==> src/rtl/serial_adder_pkg.sv <==
// Shared definitions for the bit-serial adder: state encoding and counter sizing.
// Imported by the serial adder top and its full-adder cell.
package serial_adder_pkg;

   typedef enum logic [1:0] {
      IDLE = 2'd0,
      RUN  = 2'd1,
      DONE = 2'd2
   } state_t;

   localparam int DEFAULT_WIDTH = 8;

   // Bit counter width; counts 0..WIDTH-1.
   function automatic int cnt_width(input int w);
      return (w > 1) ? $clog2(w) : 1;
   endfunction

endpackage

==> src/rtl/serial_adder_full_adder_1bit.sv <==
// Gate-level single-bit full adder; the addition mirror of the borrow-chain subtract cell.
module full_adder_1bit (
   input  logic A,
   input  logic B,
   input  logic Cin,
   output logic out,
   output logic Cout
);

   logic ab_x;
   logic ab_a;
   logic xc_a;

   xor g_x0 (ab_x, A, B);
   xor g_x1 (out, ab_x, Cin);
   and g_a0 (ab_a, A, B);
   and g_a1 (xc_a, ab_x, Cin);
   or  g_o0 (Cout, ab_a, xc_a);

endmodule

==> src/rtl/serial_adder.sv <==
// Bit-serial two's-complement adder: one full-adder cell, LSB-first, WIDTH+1 cycle latency.
// start is accepted only in IDLE or DONE (a start while RUN is high is dropped); done pulses one cycle.
module serial_adder
   import serial_adder_pkg::*;
#(
   parameter int WIDTH = DEFAULT_WIDTH
) (
   input  logic             clk,
   input  logic             reset,
   input  logic             start,
   input  logic [WIDTH-1:0] a,
   input  logic [WIDTH-1:0] b,
   input  logic             cin,
   output logic             busy,
   output logic             done,
   output logic [WIDTH-1:0] sum,
   output logic             cout,
   output logic             overflow,
   output logic [1:0]       state_dbg
);

   localparam int CNT_W = cnt_width(WIDTH);

   state_t             state;
   state_t             state_nx;
   logic [WIDTH-1:0]   a_sh;
   logic [WIDTH-1:0]   b_sh;
   logic [WIDTH-1:0]   s_sh;
   logic [CNT_W-1:0]   cnt;
   logic               carry;
   logic               carry_msb;
   logic               fa_s;
   logic               fa_c;
   logic               load;
   logic               last_bit;

   full_adder_1bit u_fa (
      .A    (a_sh[0]),
      .B    (b_sh[0]),
      .Cin  (carry),
      .out  (fa_s),
      .Cout (fa_c)
   );

   assign load     = start && (state == IDLE || state == DONE);
   assign last_bit = (state == RUN) && (cnt == CNT_W'(WIDTH - 1));

   always_ff @(posedge clk or posedge reset) begin
      if (reset) state <= IDLE;
      else       state <= state_nx;
   end

   always_comb begin
      state_nx = state;
      case (state)
         IDLE:    if (start) state_nx = RUN;
         RUN:     if (last_bit) state_nx = DONE;
         DONE:    state_nx = start ? RUN : IDLE;
         default: state_nx = IDLE;
      endcase
   end

   always_comb begin
      busy      = (state == RUN);
      done      = (state == DONE);
      state_dbg = state;
   end

   // Datapath: operand shifters, partial sum, bit counter and the held result registers.
   always_ff @(posedge clk or posedge reset) begin
      if (reset) begin
         a_sh      <= '0;
         b_sh      <= '0;
         s_sh      <= '0;
         cnt       <= '0;
         carry     <= 1'b0;
         carry_msb <= 1'b0;
         sum       <= '0;
         cout      <= 1'b0;
         overflow  <= 1'b0;
      end else if (load) begin
         a_sh      <= a;
         b_sh      <= b;
         s_sh      <= '0;
         cnt       <= '0;
         carry     <= cin;
         carry_msb <= 1'b0;
      end else if (state == RUN) begin
         a_sh  <= {1'b0, a_sh[WIDTH-1:1]};
         b_sh  <= {1'b0, b_sh[WIDTH-1:1]};
         s_sh  <= {fa_s, s_sh[WIDTH-1:1]};
         carry <= fa_c;
         cnt   <= cnt + 1'b1;
         if (cnt == CNT_W'(WIDTH - 2)) carry_msb <= fa_c;
         if (last_bit) begin
            sum      <= {fa_s, s_sh[WIDTH-1:1]};
            cout     <= fa_c;
            overflow <= carry_msb ^ fa_c;
         end
      end
   end

endmodule

==> config.mk <==
export PLATFORM = sky130hd
export DESIGN_NAME = serial_adder
export DESIGN_NICKNAME = d
export VERILOG_FILES = /design/src/rtl/serial_adder_pkg.sv /design/src/rtl/serial_adder_full_adder_1bit.sv /design/src/rtl/serial_adder.sv
export SDC_FILE = /design/constraint.sdc
export NUM_CORES = 1
export LEC_CHECK = 0
export CAP_MARGIN = 20
export CORE_UTILIZATION = 54
export CTS_CLUSTER_SIZE = 16
export DETAILED_ROUTE_END_ITERATION = 7
export PLACE_DENSITY = 0.92
export SLEW_MARGIN = 20
export SYNTH_ARGS = -nofsm -noshare
export SYNTH_HDL_FRONTEND = slang
export SYNTH_HIERARCHICAL = 1
export SYNTH_SLANG_ARGS = --single-unit
export TNS_END_PERCENT = 50
==> constraint.sdc <==
create_clock -name clk -period 2.35 [get_ports clk]
set_input_delay 0.47 -clock clk [delete_from_list [all_inputs] [get_ports clk]]
set_output_delay 0.47 -clock clk [all_outputs]
set_load 0.05 [all_outputs]
==> results by group <==
Synthesis
  – Synthesis-stage register bit count: 40
  – Prevailing post-synth register cell: sky130_fd_sc_hd__dfrtp_1
  – Fraction of synthesized cell area taken by the top area cell type: 0.6038
  – Top post-synthesis cells by count: sky130_fd_sc_hd__dfrtp_1, sky130_fd_sc_hd__a22o_1, sky130_fd_sc_hd__a21o_1
  – Post-Syn Nets: between 100 and 150
  – Post-synth design cell area: between 1500 and 2000 um^2
  – Largest cells by area after synthesis: sky130_fd_sc_hd__dfrtp_1, sky130_fd_sc_hd__a22o_1, sky130_fd_sc_hd__a21o_1
  – Unique cell type count in the Yosys netlist: 23
  – Largest area contributor in the netlist: sky130_fd_sc_hd__dfrtp_1
  – Sequential-to-total area share from yosys stat: 0.6038
  – Leading cell type by number of instances after synthesis: sky130_fd_sc_hd__dfrtp_1
  – Synth warnings: 6
  – Number of enable flip-flop cells after synthesis: 0
  – Average cell area after synthesis: approximately 14 um^2
  – Share of flip-flops with an asynchronous set or reset: 1.000
  – Cells after Synth: 119

Pwr
  – Leakage power total: 1.058 nW
  – Post-layout total power: between 3 and 4 mW
  – Power per cell area: around 1600 nW/um^2
  – IR Drop Worst-Case VDD: around 0.0007 V

Clock tree
  – Number of buffers between clock root and the deepest sink: 2
  – Clock transition at path regs: between 0.1 and 0.15 ns
  – CTS sink count: 40
  – Clock root buffer: sky130_fd_sc_hd__clkbuf_4
  – Clock tree from TritonCTS: yes
  – Number of buffers inserted during clock tree synthesis: 5
  – Skew-Pair Late Insertion Delay: between 0.3 and 0.4 ns
  – Cts repair resizes: 0
  – Hold buffer count at CTS: 0
  – Post-CTS Setup Repair Bufs: 0
  – H-Tree Level Count: 2

Setup path
  – Data arrival time of the critical path: 1.74 ns
  – Req. time, crit path: roughly 1.9 ns
  – Critical path type: flop to output port
  – Highest fanout seen on the critical path: 5
  – Endpoint type of the worst setup path: output port
  – Setup slack of the worst register-to-register path: about 0.58 ns
  – Type of origin of the critical path: flop

GRT
  – Wire length of the first global-routing pass: ~5000 um
  – Largest net degree at the start of global routing: a little over 40
  – Total routing usage reported by global routing: 0.2060
  – Vias in the first global route: ~1.1k
  – Antenna violations before repair: 0
  – Overall overflow remaining after global route: 0

Route
  – Count of antenna-violating nets left after detailed routing: 0
  – Number of detailed-route iterations in the first pass: 6
  – Average detailed-routed wire length per instance: roughly 16 um
  – Final routed DRC violation total: 3
  – Vias per Instance: approximately 5.8
  – Total number of vias: about 1.1k
  – Initial DRC Count: 17
  – Total wire length: a little under 3000 um

Timing
  – Max-slew violation count: 0
  – Setup violations, final: 0
  – FMAX: ~450 MHz
  – Post-Route Skew: between 0.005 and 0.006 ns
  – Worst-Margin Slew: ~0.57 ns
  – Max-slew headroom at the worst pin: 0.6218
  – Final worst-path cycle share: 0.9400
  – RSZ-0062 raised after global routing: false
  – Hold Violations, Final: 0
  – Sum of negative setup slack: 0 ns
  – Fin crit period: roughly 2.2 ns

Finish
  – Antenna fix cells: 0
  – Non-filler cells, final: between 150 and 200
  – Area grow syn2layout: 28.23%
  – Nets: roughly 180
  – Fraction of final layout cells sized beyond drive strength 1: 0.1548
  – # fillers: approximately 190

Outcome
  – Run status: complete, but fails checks
  – Failing checks: DRC

Die
  – Placeable core region: 2829 um^2
  – Horizontal die dimension: about 57 um
  – Overall die height: between 50 and 60 um
  – Row count: 19
  – DIE AREA: 3296 um^2
  – IO Count: 34
  – Initial standard-cell utilization of the core: 0.5860

Place
  – Placed Cells: approximately 180
  – Global placement routability congestion: between 0.7 and 0.8
  – Placed wire-length estimate: approximately 2000 um
  – Number of buffer cells added on primary ports: 33

Worst hold path
  – Worst min-delay path category: flop to flop

Flow run
  – Reported max-cap violation count: 0
## through the flow
step / utilization / setup slack (ns) / hold slack, ns / instance area (um^2)
finish: 0.7514 / 0.1410 / 0.4931 / 2126
detailed placement: 0.7063 / 0.5180 / 0.4667 / 1998
floorplan: - / 0.4735 / 0.4496 / 1658
global route: 0.7514 / 0.02234 / 0.5128 / 2126
global placement: 0.7063 / 0.5427 / 0.4599 / 1998
CTS: 0.7514 / 0.1148 / 0.4967 / 2126
## cell families (layout without fill, tap and decap cells)
logic type      Yosys count  count (layout)  synth area share
compound gates           45              45            0.2189
flops                    40              40            0.6038
buf+inv                  11              47           0.03547
mux                      10              10           0.06793
simple gates              8               8           0.03397
fa+ha+maj                 4               4           0.03472
xor+xnor                  1               1          0.005284
## cells in the final DEF (no fill, tap or decap), drive strengths merged
| cell | count |
|---|---|
| dfrtp | 40 |
| clkdlybuf4s50 | 32 |
| a22o | 25 |
| a21o | 15 |
| mux2 | 10 |
| clkbuf | 5 |
| inv | 4 |
| ha | 3 |
| bufinv | 3 |
| buf | 3 |
| nand2 | 2 |
| o21ai | 2 |
| nor2b | 2 |
| nand2b | 1 |
| nor2 | 1 |
| o21bai | 1 |
| nand4 | 1 |
| a21oi | 1 |
| nand3b | 1 |
| xnor2 | 1 |
| o2bb2ai | 1 |
| fa | 1 |
## power by group
| part | leakage [nW] | total, mW | switching [mW] | internal, mW |
|---|---|---|---|---|
| combinational | 0.486 | 1.48 | 0.823 | 0.653 |
| sequential | 0.507 | 1.20 | 0.202 | 1.00 |
| clock | 0.0654 | 0.662 | 0.224 | 0.438 |
## worst paths after layout
path,startpoint,endpoint,depth (start not counted)
max in group asynchronous,reset,a_sh[4]$_DFFE_PP0P_,3
worst min-delay path,a_sh[4]$_DFFE_PP0P_,a_sh[4]$_DFFE_PP0P_,1
min in group asynchronous,reset,b_sh[1]$_DFFE_PP0P_,3
worst max-delay path,state_dbg[0]$_DFFE_PP0P_,done,2
worst min register to register,a_sh[4]$_DFFE_PP0P_,a_sh[4]$_DFFE_PP0P_,1
worst max register to register,cnt[0]$_DFFE_PP0P_,sum[6]$_DFFE_PP0P_,4
## metal layers
metal | part of all wire | GRT usage | wire, um
met4 | 0.0083 | 0.05923 | 24
met2 | 0.48 | 0.3389 | 1386
met3 | 0.068 | 0.07937 | 196
met1 | 0.44 | 0.2535 | 1283
met5 | 0 | 0 | 0
## flip-flops by register name (all words and copies together), names as in the netlist, 2 cells and up
register / cells
a_sh: 8
cnt: 3
b_sh: 8
s_sh: 7
sum: 8
state_dbg: 2
## worst max-delay path: stages, from the launching register on
cell and delay [ns]:
sky130_fd_sc_hd__dfrtp_1 0.46, sky130_fd_sc_hd__nor2b_1 0.13, sky130_fd_sc_hd__clkdlybuf4s50_1 0.81
## layout make-up
class	count	area, um^2	area share
Sequential cell	40	1001	0.4709
Multi-Input combinational cell	68	598.1	0.2813
Timing Repair Buffer	35	342.8	0.1613
Clock inverter	3	90.09	0.04238
Tap cell	31	38.79	0.01825
Clock buffer	5	37.54	0.01766
Inverter	4	17.52	0.008240
No activity file was read; power rests on OpenSTA's default activity.
